## src/rtl/vga_pkg.sv

```systemverilog
// vga_pkg: shared VGA timing defaults, RGB222 constants, arm state encoding
// and the per-axis bounce step used by the sprite animator.
package vga_pkg;
  localparam int H_RES_DEF = 640;
  localparam int V_RES_DEF = 480;
  localparam logic [5:0] RGB_BLACK = 6'h00;
  localparam logic [5:0] RGB_WHITE = 6'h3F;
  typedef enum logic {ARM_UP = 1'b0, ARM_DOWN = 1'b1} arm_t;
  typedef struct packed {
    logic [10:0] pos;
    logic        dir;
  } axis_t;
  function automatic logic [5:0] fg_map(input logic [5:0] c);
    return c == RGB_BLACK ? RGB_WHITE : c;
  endfunction
  // dir=1 moves toward lim; hitting either edge clamps and reverses
  function automatic axis_t bounce(input logic [10:0] pos, input logic dir,
                                   input logic [10:0] step, input logic [10:0] lim);
    axis_t r;
    logic clamp;
    clamp = dir ? (pos + step >= lim) : (pos <= step);
    r.pos = clamp ? (dir ? lim : 11'd0) : (dir ? pos + step : pos - step);
    r.dir = clamp ? !dir : dir;
    return r;
  endfunction
endpackage

```

## src/rtl/cat_shape_rom.sv

```systemverilog
// cat_shape_rom: combinational cat outline decode on unscaled sprite
// coordinates; the left-arm bar position follows the arm state.
module cat_shape_rom
  import vga_pkg::*;
(
  input  logic [10:0] dx,
  input  logic [10:0] dy,
  input  arm_t        arm,
  output logic        hit
);
  function automatic logic rng(input logic [10:0] v, input logic [10:0] lo, input logic [10:0] hi);
    return v >= lo && v <= hi;
  endfunction
  logic head, ears, eyes, mouth, tongue, body, legs, arms;
  logic [10:0] bar_y;
  assign bar_y  = arm == ARM_UP ? 11'd160 : 11'd180;
  assign head   = rng(dy, 11'd50, 11'd150) && dx <= 11'd150 &&
                  (dx == 11'd0 || dx == 11'd150 || dy == 11'd50 || dy == 11'd150);
  assign ears   = (dx == 11'd25 || dx == 11'd125) && dy <= 11'd50;
  assign eyes   = (dx == 11'd30 || dx == 11'd120) && rng(dy, 11'd90, 11'd95);
  assign mouth  = dy == 11'd120 && rng(dx, 11'd60, 11'd90);
  assign tongue = ((dx == 11'd70 || dx == 11'd80) && rng(dy, 11'd120, 11'd135)) ||
                  (dy == 11'd135 && rng(dx, 11'd70, 11'd80));
  assign body   = rng(dx, 11'd20, 11'd130) && rng(dy, 11'd151, 11'd250) &&
                  (dx == 11'd20 || dx == 11'd130 || dy == 11'd151 || dy == 11'd250);
  assign legs   = ((dx == 11'd40 || dx == 11'd75 || dx == 11'd110) && rng(dy, 11'd251, 11'd300)) ||
                  (dy == 11'd300 && rng(dx, 11'd40, 11'd110));
  assign arms   = ((dx == 11'd140 || dx == 11'd10) && rng(dy, 11'd160, 11'd180)) ||
                  (dy == bar_y && rng(dx, 11'd10, 11'd30));
  assign hit    = head || ears || eyes || mouth || tongue || body || legs || arms;
endmodule

```

## src/rtl/vga_sprite_animator.sv

```systemverilog
// vga_sprite_animator: bouncing, arm-waving cat outline renderer with a
// two-stage pixel pipeline producing registered RGB222.
module vga_sprite_animator
  import vga_pkg::*;
#(
  parameter int H_RES = H_RES_DEF,
  parameter int V_RES = V_RES_DEF,
  parameter int SPR_W = 151,
  parameter int SPR_H = 301,
  parameter int SCALE_LOG2 = 0,
  parameter int START_X = 150,
  parameter int START_Y = 50,
  parameter int WAVE_PERIOD = 16,
  parameter logic [5:0] BG_COLOR = 6'h0
) (
  input  logic       clk,
  input  logic       rst_n,
  input  logic [9:0] pix_x,
  input  logic [9:0] pix_y,
  input  logic       display_on,
  input  logic [1:0] mode,
  input  logic [1:0] speed,
  input  logic [5:0] fg_color,
  output logic [5:0] rgb,
  output logic       sprite_hit,
  output logic       frame_tick
);
  localparam logic [10:0] LIM_X = 11'(H_RES - (SPR_W << SCALE_LOG2));
  localparam logic [10:0] LIM_Y = 11'(V_RES - (SPR_H << SCALE_LOG2));
  localparam logic [10:0] X0 = 11'(START_X);
  localparam logic [10:0] Y0 = 11'(START_Y);
  localparam int WW = $clog2(WAVE_PERIOD + 1);
  localparam logic [WW-1:0] WAVE_LAST = WW'(WAVE_PERIOD - 1);
  logic [10:0] x_pos, y_pos, x_nxt, y_nxt, step, rel_x, rel_y, dx, dy, s1_dx, s1_dy;
  logic dir_x, dir_y, dir_x_nxt, dir_y_nxt, in_box, s1_in, s1_de, shape_hit, hit;
  logic [WW-1:0] wave_cnt, wave_nxt;
  logic [5:0] fg_q;
  arm_t arm, arm_nxt;
  axis_t ax, ay;
  assign step = 11'(speed) + 11'd1;
  assign ax = bounce(x_pos, dir_x, step, LIM_X);
  assign ay = bounce(y_pos, dir_y, step, LIM_Y);
  // state only changes on the frame_tick cycle, which lies in vertical blanking
  always_comb begin
    x_nxt = x_pos;
    y_nxt = y_pos;
    dir_x_nxt = dir_x;
    dir_y_nxt = dir_y;
    wave_nxt = wave_cnt;
    arm_nxt = arm;
    if (frame_tick && mode != 2'd3) begin
      x_nxt = mode == 2'd0 ? X0 : ax.pos;
      y_nxt = mode == 2'd0 ? Y0 : ay.pos;
      dir_x_nxt = mode == 2'd0 ? 1'b1 : ax.dir;
      dir_y_nxt = mode == 2'd0 ? 1'b1 : ay.dir;
      wave_nxt = (mode != 2'd2 || wave_cnt == WAVE_LAST) ? '0 : wave_cnt + WW'(1);
      arm_nxt = mode != 2'd2 ? ARM_UP : wave_cnt == WAVE_LAST ? arm_t'(~arm) : arm;
    end
  end
  assign rel_x = {1'b0, pix_x} - x_pos;
  assign rel_y = {1'b0, pix_y} - y_pos;
  assign dx = rel_x >> SCALE_LOG2;
  assign dy = rel_y >> SCALE_LOG2;
  assign in_box = {1'b0, pix_x} >= x_pos && {1'b0, pix_y} >= y_pos &&
                  dx < 11'(SPR_W) && dy < 11'(SPR_H);
  cat_shape_rom u_shape (.dx(s1_dx), .dy(s1_dy), .arm(arm), .hit(shape_hit));
  assign hit = s1_de && s1_in && shape_hit;
  always_ff @(posedge clk or negedge rst_n) begin
    if (!rst_n) begin
      x_pos <= X0;
      y_pos <= Y0;
      dir_x <= 1'b1;
      dir_y <= 1'b1;
      wave_cnt <= '0;
      arm <= ARM_UP;
      fg_q <= RGB_BLACK;
      frame_tick <= 1'b0;
      s1_dx <= '0;
      s1_dy <= '0;
      s1_in <= 1'b0;
      s1_de <= 1'b0;
      rgb <= RGB_BLACK;
      sprite_hit <= 1'b0;
    end else begin
      x_pos <= x_nxt;
      y_pos <= y_nxt;
      dir_x <= dir_x_nxt;
      dir_y <= dir_y_nxt;
      wave_cnt <= wave_nxt;
      arm <= arm_nxt;
      fg_q <= frame_tick ? fg_color : fg_q;
      frame_tick <= pix_x == 10'd0 && pix_y == 10'(V_RES);
      s1_dx <= dx;
      s1_dy <= dy;
      s1_in <= in_box;
      s1_de <= display_on;
      rgb <= !s1_de ? RGB_BLACK : hit ? fg_map(fg_q) : BG_COLOR;
      sprite_hit <= hit;
    end
  end
endmodule

```

## config.mk

```make
export PLATFORM = sky130hd
export DESIGN_NAME = vga_sprite_animator
export DESIGN_NICKNAME = d
export VERILOG_FILES = /design/src/rtl/vga_pkg.sv /design/src/rtl/cat_shape_rom.sv /design/src/rtl/vga_sprite_animator.sv
export SDC_FILE = /design/constraint.sdc
export NUM_CORES = 1
export LEC_CHECK = 0
export ABC_AREA = 1
export BUFFER_PORTS_ARGS = -buffer_cell sky130_fd_sc_hd__buf_2
export CORE_ASPECT_RATIO = 0.75
export CORE_UTILIZATION = 65
export CTS_CLUSTER_DIAMETER = 200
export DETAILED_ROUTE_END_ITERATION = 8
export HOLD_SLACK_MARGIN = 0.03
export MAX_ROUTING_LAYER = met4
export PLACE_DENSITY = 0.88
export SYNTH_ARGS = -nofsm -noshare
export SYNTH_HDL_FRONTEND = slang
export SYNTH_SLANG_ARGS = --single-unit
```

## constraint.sdc

```tcl
create_clock -name clk -period 4.5 [get_ports clk]
set_clock_uncertainty 0.05 [all_clocks]
set_input_delay 0 -clock clk [delete_from_list [all_inputs] [get_ports clk]]
set_output_delay 0 -clock clk [all_outputs]
set_load 0.02 [all_outputs]
```

-- Yosys cells after proc, flatten, opt, wreduce, memory -nomap -nowiden
Index checks and enable logic that the tools add are counted.
W data, S select, Z words.
- bits in registers: 68
- word-level logic and storage cells: 168
- add/subtract/negate cells: 8
- magnitude comparators: 32
- eq/ne operators: 26
- muxes and demuxes: 21
- bitwise logic cells: 1
- reduce and logical (&&, ||, !) cells: 66
- operator list (operator ; number):
    $eq A11 B7 Y1 const B ; 7
    $eq A11 B8 Y1 const B ; 7
    $le A11 B8 Y1 const B ; 6
    $mux W11 ; 6
    $ge A11 B8 Y1 const B ; 4
    $le A11 B7 Y1 const B ; 4
    $eq A11 B5 Y1 const B ; 3
    $ge A11 B6 Y1 const B ; 3
    $ge A11 B7 Y1 const B ; 3
    $logic_and A1 B1 Y1 ; 31
    $logic_or A1 B1 Y1 ; 23
    $add A11 B3 Y11 ; 2
    $eq A11 B6 Y1 const B ; 2
    $ge A10 B11 Y1 ; 2
    $le A11 B3 Y1 ; 2
    $sub A10 B11 Y11 ; 2
    $sub A11 B3 Y11 ; 2
    $mux W6 ; 3
    $eq A11 B11 Y1 ; 1
    $eq A11 B4 Y1 const B ; 1
    $eq A11 B9 Y1 const B ; 1
    $ge A11 B4 Y1 const B ; 1
    $ge A11 B5 Y1 const B ; 1
    $ge A11 B9 Y1 const B ; 1
    22 further kinds ; 36

-- Logic depth before layout (Yosys ltp)
Gate-level depths: netlist of the first run.
- depth after elaboration: 15
- gate-level depth with buffers: 19
- gate-level depth less buffers: 19

-- Hierarchy
A second synthesis of the first run with hierarchy kept.
- cell total of the unflattened synthesis: 1011
- area total of the unflattened synthesis: 6408.6 µm²
- modules (own cells, without submodules) (module ; instances ; cells each ; area an instance (µm²) ; seq. area each (µm²)):
    vga_sprite_animator ; 1 ; 722 ; 5196.2 ; 1712.9
    cat_shape_rom ; 1 ; 289 ; 1212.4 ; 0.0

-- Worst setup path after synthesis of the first run
Ideal clock, no wire load.
- path kind: register -> register
- from: register y_pos[0]
- to: register y_pos[10]
- library setup time: 116 ps
- arrival time: 1967 ps
- path slack: 2367 ps
- stages on the path, launching flop included: 16
- path buffers: 0
- clock period less this slack: 2133 ps
- path through: dfrtp_1 -> inv_1 -> ha_1 -> inv_1 -> fa_1 -> nand2_1 -> nand3_1 -> nor3_2 -> nand2_1 -> nor2_1 -> nand3_1 -> xor2_1 -> nand2_1 -> o21ai_0 -> nand2_1 -> nand2_1
- longest elaborated chain between the ends: 5
- elaborated cells between the ends (all ways): 8
- classes of those cells: add/sub: 2; order compare: 2; mux: 4
- RTL lines (item ; RTL line ; RTL):
    start: declaration ; vga_sprite_animator.sv:34 ; logic [10:0] x_pos, y_pos, x_nxt, y_nxt, step, rel_x, rel_y, dx, dy, s1_dx, s1_dy;
    start signal: assignment ; vga_sprite_animator.sv:86 ; y_pos <= y_nxt;
    $add A11 B3 Y11 ; vga_pkg.sv:21, vga_pkg.sv:22 ;
    $ge A11 B8 Y1 ; vga_pkg.sv:21 ; clamp = dir ? (pos + step >= lim) : (pos <= step);
    $mux W1 ; vga_pkg.sv:21 ;
    $mux W11 (*) ; vga_pkg.sv:22 ; r.pos = clamp ? (dir ? lim : 11'd0) : (dir ? pos + step : pos - step);
    $mux W11 (*) ; vga_sprite_animator.sv:53 ; y_nxt = mode == 2'd0 ? Y0 : ay.pos;
Every way passes the cells marked *; elsewhere a longest branch is shown, timed or not.
A chain may end at the register's enable or synchronous reset.

-- Worst setup path after layout of the first run
- from: input pix_y[9]
- to: register frame_tick
- longest elaborated chain between the ends: 2
- RTL lines (item ; RTL line ; RTL):
    start: declaration ; vga_sprite_animator.sv:19 ; input logic [9:0] pix_y,
    $eq A10 B9 Y1 ; vga_sprite_animator.sv:92 ; frame_tick <= pix_x == 10'd0 && pix_y == 10'(V_RES);
    $logic_and A1 B1 Y1 ; vga_sprite_animator.sv:92 ;
    end signal: assignment ; vga_sprite_animator.sv:92 ;
    end: declaration ; vga_sprite_animator.sv:26 ; output logic frame_tick
No other way between the ends.

==> metrics.md, run 1 <==
| Metric | Value |
|---|---|
| Status | `complete, no violations` |
| Worst Path Max Fanout | `2` |
| Slew of the pin with the lowest slew margin | `0.952 ns` |
| Worst Path Arrival | `2.77 ns` |
| Most area-consuming cells after synthesis | `dfrtp_1, nand2_1, inv_1` |
| Tcrit/Tclk final | `56.5%` |
| Total track usage | `35.0%` |
| Via density | `5.71` |
| Boundary pin count | `41` |
| Detailed Place HPWL | `12,000 um` |
| Distinct cells, synth | `45` |
| DIE AREA | `9740 um2` |
| Hold Worst Slack | `0.0409 ns` |
| Crit. Startpoint | `pix_y[9]` |
| Crit end category | `flop` |
| Worst EP required | `4.73 ns` |
| Worst Hold Class | `in -> reg` |
| Post-synth ARST share | `100%` |
| Final hold violations | `0` |
| Syn Nets | `1,014` |
| Crit path top cell by count | `dlygate4sd3_1` |
| DRC | `0` |
| CTS Buf Count | `9` |
| Vias | `6,455` |
| Top cells by count, synth | `nand2_1, inv_1, nor2_1` |
| Post_cts resized | `0` |
| Max stage delay on crit path | `0.58 ns` |
| Worst Reg-to-Reg Cells | `8` |
| Pin count of the biggest net entering global routing | `42` |
| Crit-path slowest cell | `dlygate4sd3_1` |
| Synth Area per Inst | `6.46 um2` |
| Initial antenna violation count | `0` |
| Final Setup Violations | `0` |
| Crit Path Category | `in -> reg` |
| Area leader, netlist | `dfrtp_1` |
| RR Endpoint | `x_pos[8]` |
| Total of max-cap violations | `0` |
| Rel. slew slack | `36.5%` |
| EDFF count, synth | `0` |
| Final worst slack | `1.96 ns` |
| Cell Area, Synth | `6070 um2` |
| Die Span Y | `85.7 um` |
| PortBufs | `40` |
| Drt pass-1 iters | `6` |
| Main flop type after synthesis | `dfrtp_1` |
| Detail Route Antenna Nets | `0` |
| RSZ-0062 raised after global routing | `false` |
| FMAX | `393 MHz` |
| DRT iter0 DRCs | `652` |
| Root Driver | `clkbuf_16` |
| Final Cell Area | `6870 um2` |
| Routed WL per cell | `14.0 um` |
| Hold path depth | `4` |
| Leakage | `0.00363 uW` |
| Synthesized flop and latch total | `68` |
| Nets | `1,071` |
| Register area share after synthesis | `28.2%` |
| CTS Sinks | `68` |
| Setup TNS | `0 ns` |
| Most common cell in the netlist | `nand2_1` |
| Pwr/cell area | `242 nW/um2` |
| Final-report max-slew violation count | `0` |
| H-Tree Depth | `3` |
| CTS tree | `yes` |
| CP startpoint kind | `primary input` |
| Worst R2R Setup Slack | `2.11 ns` |
| Placed Area | `6380 um2` |
| Detailed Route WL | `15,800 um` |
| Synth Instances | `940` |
| Share of cells above drive strength 1 | `9.48%` |
| Peak supply drop | `0.202 mV` |
| Antenna diodes | `0` |
| Crit-path cells | `dlygate4sd3_1 > buf_2 > nor3b_1 > dlygate4sd3_1 > nand3_1 > dlygate4sd3_1 > nor2_1 > dlygate4sd3_1` |
| Rows | `30` |
| Worst-Skew Late Latency | `0.35 ns` |
| First-pass GRT wire length | `26,200 um` |
| Max Root-Sink Buffers | `2` |
| Top cell type's share of synthesized area | `24.3%` |
| Clock-pin slew on the worst setup and hold paths | `0.06 ns` |
| Reg2Reg Launch Point | `x_pos[1]` |
| Core area | `9050 um2` |
| Place WS | `2.06 ns` |
| GR Overflow Total | `0` |
| Ys Warns | `0` |
| Hold Path Sink | `s1_dx[0]` |
| Synth-to-layout area growth | `13.0%` |
| Hold Startpoint | `pix_x[0]` |
| Gp weighted congestion | `0.992` |
| Vias in the first global route | `5,731` |
| Die Width | `114 um` |
| Period minus WS final | `2.54 ns` |
| Initial core utilization | `67.2%` |
==> critical path, delay by kind of cell <==
kind	cells	cell delay [ns]
and+or+nand+nor	3	0.36
buffers and inverters	5	2.39
==> kinds of logic after synthesis <==
logic type / synth area share, %
compound gates: 10.7
buf+inv: 10.5
simple gates: 38.1
flops: 28.2
fa+ha+maj: 9.19
xor+xnor: 3.32
==> where the power goes <==
part | total, uW | internal [uW] | leakage, uW | switching (uW)
clock network | 728 | 436 | 0.000143 | 292
logic | 276 | 94.8 | 0.00275 | 181
registers | 658 | 631 | 0.000739 | 27.2
total | 1660 | 1160 | 0.00363 | 500
==> per-layer routing <==
layer	global-route usage, %	routed length (um)	vias to the layer above
met2	55.3	7330	314
met1	45.7	6830	2928
met3	6.64	1300	35
li1	-	-	3178
met4	10.8	329	0
met5	-	0	-
==> metrics by stage <==
stage | cells | util [%] | power (uW)
final | 1130 | 75.9 | 1660
after global placement | 1096 | 70.5 | 925
after CTS | 1130 | 75.9 | 1670
after floorplan | 940 | - | 843
after global routing | 1130 | 75.9 | 1740
after detailed placement | 1096 | 70.5 | 927
==> sequential cells by signal, summed over array words and instances, names as in the netlist, 5 cells and up <==
signal and count:
rgb 6, y_pos 11, fg_q 6, s1_dx 11
wave_cnt 5, x_pos 11, s1_dy 11
==> area by class of cell <==
class,instances,area [um2]
timing repair buffer,59,388
clock buffer,9,225
clock inverter,7,80.1
fill,732,2180
tap,128,160
multi-input combinational,706,3720
sequential,68,1710
inverter,153,577
==> worst max path at each step <==
stage | end | slack (ns) | cells past startpoint
floorplan | y_pos[10] | 2.37 | 15
global placement | y_pos[10] | 2.11 | 15
detailed placement | y_pos[10] | 2.06 | 15
CTS | frame_tick | 2.03 | 8
global route | frame_tick | 1.85 | 8
finish | frame_tick | 1.96 | 8
==> what timing repair did <==
action | 4_1_cts | 5_1_grt
hold buffers | 18 | 0
endpoints found under the hold margin | 47 | 0
buffers inserted | 0 | 0
==> layout by cell type, fill, tap and decap left out, types with 9 or more instances in the layout <==
cell type / count
dfrtp_1: 59
nor3_1: 17
dfstp_2: 9
nor2_1: 100
nand2_1: 247
clkbuf_16: 9
nand4_1: 35
dlygate4sd3_1: 18
xor2_1: 19
nor4_1: 10
ha_1: 35
o21ai_0: 56
nand3_1: 93
buf_2: 40
a21oi_1: 33
inv_1: 144
Note: power is estimated with default switching activity, not from simulation.
==> run 2: changes to the inputs <==
--- a/config.mk
+++ b/config.mk
@@ -8,12 +8,12 @@
 export ABC_AREA = 1
 export BUFFER_PORTS_ARGS = -buffer_cell sky130_fd_sc_hd__buf_2
 export CORE_ASPECT_RATIO = 0.75
-export CORE_UTILIZATION = 65
+export CORE_UTILIZATION = 56
 export CTS_CLUSTER_DIAMETER = 200
 export DETAILED_ROUTE_END_ITERATION = 8
 export HOLD_SLACK_MARGIN = 0.03
 export MAX_ROUTING_LAYER = met4
-export PLACE_DENSITY = 0.88
+export PLACE_DENSITY = 0.81
 export SYNTH_ARGS = -nofsm -noshare
 export SYNTH_HDL_FRONTEND = slang
 export SYNTH_SLANG_ARGS = --single-unit
==> constraint.sdc (replaced) <==
create_clock -name clk -period 2.12 [get_ports clk]
set_clock_uncertainty 0.05 [all_clocks]
set_input_delay 0 -clock clk [delete_from_list [all_inputs] [get_ports clk]]
set_output_delay 0 -clock clk [all_outputs]
set_load 0.02 [all_outputs]
==> metrics.md, run 2 (synthesis gave the netlist of run 1 again) <==
| Metric | Value |
|---|---|
| Commonest non-fill, non-tap cell in the layout | `nand2_1` |
| Pin count of the biggest net entering global routing | `32 (-24%)` |
| DIE AREA | `11,300 um2 (+16%)` |
| Worst EP required | `2.34 ns (-2.39 ns)` |
| Leakage | `0.00422 uW (+16%)` |
| Crit end category | `flop` |
| Place WS | `-0.175 ns (-2.23 ns)` |
| Share of cells above drive strength 1 | `27.0% (+18 points)` |
| Vias in the first global route | `6,522 (+14%)` |
| DRC | `0 (unchanged)` |
| Worst Path Arrival | `2.68 ns (-0.09 ns)` |
| CTS tree | `yes` |
| Initial antenna violation count | `0 (unchanged)` |
| Die Span Y | `92.2 um (+7.6%)` |
| Hold Path Sink | `s1_dx[1]` |
| H-Tree Depth | `3 (unchanged)` |
| Boundary pin count | `41 (unchanged)` |
| Worst Reg-to-Reg Cells | `14 (+6)` |
| Initial core utilization | `58.4% (-8.8 points)` |
| Drt pass-1 iters | `6 (unchanged)` |
| Pwr/cell area | `458 nW/um2 (+89%)` |
| Worst-Skew Late Latency | `0.34 ns (about the same)` |
| Slew of the pin with the lowest slew margin | `0.565 ns (-0.387 ns)` |
| Crit Path Category | `reg -> reg` |
| CP startpoint kind | `flop` |
| Routed WL per cell | `16.8 um (+20%)` |
| Final hold violations | `0 (unchanged)` |
| Total of max-cap violations | `0 (unchanged)` |
| First-pass GRT wire length | `30,400 um (+16%)` |
| Rows | `32 (+6.7%)` |
| Worst Hold Class | `in -> reg` |
| Final-report max-slew violation count | `0 (unchanged)` |
| Synth-to-layout area growth | `35.9%` |
| Reg2Reg Launch Point | `y_pos[0]` |
| Via density | `5.83 (+2.0%)` |
| Die Width | `122 um (+7.6%)` |
| Rel. slew slack | `62.0% (+25 points)` |
| Detail Route Antenna Nets | `0 (unchanged)` |
| Peak supply drop | `0.483 mV (+140%)` |
| DRT iter0 DRCs | `729 (+12%)` |
| Root Driver | `clkbuf_16` |
| Failing checks | `setup timing` |
| Most frequent cells in the layout | `nand2_1, inv_1, buf_4` |
| Setup TNS | `-4.69 ns (-4.69 ns)` |
| Worst R2R Setup Slack | `-0.34 ns (-2.45 ns)` |
| Period minus WS final | `2.46 ns` |
| Final worst slack | `-0.337 ns (-2.29 ns)` |
| Max Root-Sink Buffers | `2 (unchanged)` |
| Final core occ | `79.3% (+3.4 points)` |
| RR Endpoint | `y_pos[1]` |
| Total power draw | `3780 uW (+130%)` |
| Tcrit/Tclk final | `116%` |
| Status | `finished, violations left` |
| CTS Buf Count | `9 (unchanged)` |
| Antenna diodes | `0 (unchanged)` |
| Core area | `10,400 um2 (+15%)` |
| Hold path depth | `2 (-2)` |
| Clock-pin slew on the worst setup and hold paths | `0.06 ns (about the same)` |
| Worst Path Max Fanout | `4 (+2)` |
| Detailed Place HPWL | `13,300 um (+11%)` |
| Hold Startpoint | `pix_x[1]` |
| Detailed Route WL | `20,800 um (+32%)` |
| Fin cells | `1,238 (+9.6%)` |
| FMAX | `407 MHz` |
| GR Overflow Total | `0 (unchanged)` |
| Placed instance count | `1,187 (+8.3%)` |
| Total track usage | `35.5% (+0.51 points)` |
| Gp weighted congestion | `1.00 (+1.1%)` |
| Final Setup Violations | `26 (+26)` |
| CTS Sinks | `68 (unchanged)` |
| PortBufs | `40 (unchanged)` |
| Nets | `1,171 (+9.3%)` |
| Vias | `7,213 (+12%)` |
| RSZ-0062 raised after global routing | `true` |
[run 2: critical path, stage by stage, from the launching register on]
cell and delay (ns):
dfrtp_2 0.45, ha_4 0.19, fa_2 0.37, buf_6 0.14
xnor2_2 0.15, a21oi_1 0.13, nand2_1 0.11, nand2_2 0.08
nand2_1 0.08, nand2_1 0.13, nand2_2 0.11, inv_4 0.12
nand3_1 0.11, o21ai_1 0.12, inv_1 0.06
[run 2: final cells by class]
| class | instances | area (um2) |
|---|---|---|
| Multi-Input combinational cell | 706 | 4290 |
| Inverter | 153 | 582 |
| Clock buffer | 9 | 225 |
| Timing Repair Buffer | 159 | 1190 |
| Clock inverter | 7 | 81.3 |
| Sequential cell | 68 | 1710 |
| Tap cell | 136 | 170 |
| Fill cell | 695 | 2160 |
[run 2: worst max path at each step]
| stage | to | slack [ns] | cells after the start | from |
|---|---|---|---|---|
| 5_1_grt | y_pos[1] | -0.46 | 15 | y_pos[2] |
| 3_5_place_dp | x_pos[5] | -0.18 | 18 | speed[0] |
| 6_report | y_pos[1] | -0.34 | 14 | y_pos[0] |
| 4_1_cts | y_pos[5] | -0.08 | 14 | y_pos[0] |
| 3_3_place_gp | x_pos[8] | -0.14 | 14 | x_pos[0] |
| 2_1_floorplan | y_pos[10] | 0.002 | 15 | y_pos[0] |
[run 2: per-layer routing]
metal	vias up	global-route usage [%]	part of all wire, %
met2	412	54.8	47
met1	3333	46.8	40
li1	3378	-	-
met3	90	6.41	8.7
met5	-	-	0
met4	0	12.1	4.2
[run 2: per-stage QoR]
step,hold slack (ns),instance area (um2)
floorplan,-0.346,6080
global placement,-0.0921,7050
detailed placement,-0.0951,7050
CTS,0.0334,7830
global route,0.0329,8250
finish,0.0321,8250
[run 2: report_power, final]
part	internal [uW]	total, uW	switching, uW
Combinational	320	798	478
Clock	930	1580	653
Sequential	1340	1400	57.5
Total	2590	3780	1190
[run 2: timing repair]
| action | 4_1_cts | 5_1_grt |
|---|---|---|
| buffers inserted | 10 | 9 |
| cloned | 0 | 0 |
| resized for setup | 52 | 96 |
| setup endpoints to repair | 25 | 35 |
| pin swaps | 11 | 25 |
| hold buffers | 17 | 0 |
| hold endpoints to repair | 75 | 0 |
==> run 3: changes to the inputs <==
--- a/config.mk
+++ b/config.mk
@@ -5,7 +5,6 @@
 export SDC_FILE = /design/constraint.sdc
 export NUM_CORES = 1
 export LEC_CHECK = 0
-export ABC_AREA = 1
 export BUFFER_PORTS_ARGS = -buffer_cell sky130_fd_sc_hd__buf_2
 export CORE_ASPECT_RATIO = 0.75
 export CORE_UTILIZATION = 56
==> metrics.md, run 3 <==
| Metric | Value |
|---|---|
| Status | `finished, violations left` |
| Failing checks | `DRC, setup timing` |
| Top cells by count, synth | `dfrtp_1, nand2_1, o21ai_0` |
| EDFF count, synth | `0 (unchanged)` |
| Via density | `7.16 (+23%)` |
| Synth Area per Inst | `8.42 um2 (+30%)` |
| Nets | `949 (-19%)` |
| Die Width | `117 um (-4.0%)` |
| Worst Hold Class | `in -> reg` |
| Clock power share | `38.6% (-3.3 points)` |
| Die Span Y | `88.5 um (-4.0%)` |
| Crit end category | `flop` |
| Crit Path Category | `reg -> reg` |
| Worst EP required | `2.34 ns (about the same)` |
| Vias in the first global route | `6,648 (+1.9%)` |
| GR Overflow Total | `0 (unchanged)` |
| Final Setup Violations | `42 (+62%)` |
| Most common cell in the netlist | `dfrtp_1` |
| Worst Path Arrival | `3.24 ns (+0.56 ns)` |
| Distinct cells, synth | `71 (+58%)` |
| Top cell type's share of synthesized area | `26.4% (+2.1 points)` |
| Placed Area | `7160 um2 (+1.6%)` |
| Cell Area, Synth | `5590 um2 (-7.9%)` |
| CP startpoint kind | `flop` |
| Total of max-cap violations | `0 (unchanged)` |
| Gp weighted congestion | `0.956 (-4.7%)` |
| Slew of the pin with the lowest slew margin | `0.917 ns (+0.352 ns)` |
| Max stage delay on crit path | `0.55 ns (+0.10 ns)` |
| Crit-path cells | `ha_4 > fa_2 > xnor2_1 > a211oi_1 > o22ai_1 > or4_4 > a311oi_4 > buf_4 > a31oi_1 > mux2i_1` |
| Register area share after synthesis | `30.6% (+2.4 points)` |
| First-pass GRT wire length | `34,700 um (+14%)` |
| Tcrit/Tclk final | `143% (+27 points)` |
| Leakage | `0.00370 uW (-12%)` |
| H-Tree Depth | `3 (unchanged)` |
| Period minus WS final | `3.02 ns (+0.565 ns)` |
| Drt pass-1 iters | `9 (+3)` |
| Post-synth ARST share | `100% (unchanged)` |
| Final Cell Area | `8320 um2 (+0.79%)` |
| CTS tree | `yes` |
| Pin count of the biggest net entering global routing | `69 (+120%)` |
| FMAX | `331 MHz (-19%)` |
| Worst-Skew Late Latency | `0.35 ns (about the same)` |
| Peak supply drop | `0.347 mV (-28%)` |
| Detail Route Antenna Nets | `0 (unchanged)` |
| DRT iter0 DRCs | `1,175 (+61%)` |
| Sw Share | `32.5% (+1.1 points)` |
| Most frequent cells in the layout | `buf_4, dfrtp_1, nand2_1` |
| Vias | `7,250 (+0.51%)` |
| Routed WL per cell | `25.1 um (+49%)` |
| Worst Path Buf+Inv | `1 (-2)` |
| PortBufs | `40 (unchanged)` |
| CTS Sinks | `68 (unchanged)` |
| Detailed Place HPWL | `13,300 um (+0.22%)` |
| Root Driver | `clkbuf_16` |
| Ys Warns | `0 (unchanged)` |
| Initial antenna violation count | `1 (+1)` |
| Synthesized flop and latch total | `68 (unchanged)` |
| Most area-consuming cells after synthesis | `dfrtp_1, ha_1, dfstp_2` |
| Max Root-Sink Buffers | `2 (unchanged)` |
| CTS Buf Count | `9 (unchanged)` |
| Detailed Route WL | `25,400 um (+22%)` |
| Psw | `1350 uW (+14%)` |
| Commonest non-fill, non-tap cell in the layout | `buf_4` |
| RSZ-0062 raised after global routing | `true` |
| Synth-to-layout area growth | `48.7%` |
| Core area | `9700 um2 (-6.9%)` |
| Rows | `31 (-3.1%)` |
| Area leader, netlist | `dfrtp_1` |
| Register share of total power | `34.1% (-2.9 points)` |
| Final worst slack | `-0.901 ns (-0.565 ns)` |
| Syn Nets | `738 (-27%)` |
| CP top delay family | `compound AO/OA/AOI/OAI gates` |
| Cell-internal power | `2800 uW (+8.1%)` |
| Total power draw | `4150 uW (+9.9%)` |
| Clock-pin slew on the worst setup and hold paths | `0.06 ns (about the same)` |
| Pwr/cell area | `499 nW/um2 (+9.0%)` |
| Share of cells above drive strength 1 | `38.8% (+12 points)` |
| Combinational share of power | `27.3% (+6.2 points)` |
| Final core occ | `85.8% (+6.5 points)` |
| Worst Path Max Fanout | `4 (unchanged)` |
| Total track usage | `44.4% (+8.9 points)` |
| Boundary pin count | `41 (unchanged)` |
| Crit-path slowest cell | `or4_4` |
| Synth Instances | `664 (-29%)` |
| Rel. slew slack | `38.8% (-23 points)` |
| DRC | `31 (+31)` |
| Final-report max-slew violation count | `0 (unchanged)` |
| Final hold violations | `0 (unchanged)` |
| DIE AREA | `10,400 um2 (-7.8%)` |
| Initial core utilization | `57.7% (-0.68 points)` |
| Main flop type after synthesis | `dfrtp_1` |
-- run 3: per-stage QoR --
stage,hold WS (ns),TNS (ns),worst slack (ns),std cells
floorplan,-0.346,-16.58,-0.808,664
CTS,0.0342,-20.47,-0.851,1005
global placement,0.0798,-19.11,-0.812,964
finish,0.0627,-25.58,-0.901,1013
global route,0.0945,-27.41,-0.960,1013
detailed placement,0.0794,-22.21,-0.895,964
-- run 3: logic make-up after synthesis --
logic type      count (synthesis)  synth area share [%]
compound gates                206                  24.9
xor+xnor                       24                  3.76
fa+ha+maj                      43                  10.3
buf+inv                        78                  5.46
flops                          68                  30.6
mux                            13                  2.48
simple gates                  232                  22.4
-- run 3: area by class of cell --
class	count	area (um2)
antenna	1	2.50
clock inverter	7	81.3
sequential	68	1710
fill	476	1380
tap	132	165
multi-input combinational	518	4160
timing repair buffer	237	1810
inverter	41	159
clock buffer	9	225
-- run 3: routing by layer --
| metal | global-route usage, % | wire length [um] | up-vias |
|---|---|---|---|
| met5 | - | 0 | - |
| met4 | 26.8 | 2340 | 0 |
| met3 | 10.7 | 3160 | 285 |
| met2 | 72.8 | 11200 | 710 |
| met1 | 50.3 | 8700 | 3348 |
| li1 | - | - | 2907 |
-- run 3: what timing repair did --
item / in CTS / in global routing
hold buffers: 17 / 0
setup buffers: 7 / 9
gates resized for setup: 71 / 42
hold endpoints to repair: 67 / 0
pin swaps: 31 / 24
endpoints found under the setup margin: 37 / 44
cloned: 1 / 0
-- run 3: final timing paths --
path	startpoint	to	slack (ns)	cells after the start
worst max-delay path	y_pos[0]	y_pos[8]	-0.90	10
worst min-delay path	pix_y[0]	s1_dy[0]	0.06	4
worst max register to register	y_pos[0]	y_pos[8]	-0.90	10
worst min register to register	fg_q[5]	rgb[5]	0.49	1
max in group asynchronous	rst_n	s1_dx[1]	1.08	3
min in group asynchronous	rst_n	s1_dy[0]	0.35	3
-- run 3: tightest hold or removal path, delay by kind of cell --
family,cells,cell delay [ns]
adder cells (fa/ha/maj),1,0.17
buffers and inverters,3,0.25
-- run 3: power by group through the flow --
| stage | clock network (uW) | registers [uW] | logic, uW |
|---|---|---|---|
| 2_1_floorplan | 0 | 1400 | 489 |
| 3_3_place_gp | 0 | 1420 | 842 |
| 3_5_place_dp | 0 | 1420 | 881 |
| 4_1_cts | 1570 | 1400 | 979 |
| 5_1_grt | 1650 | 1420 | 1190 |
| 6_report | 1600 | 1410 | 1130 |
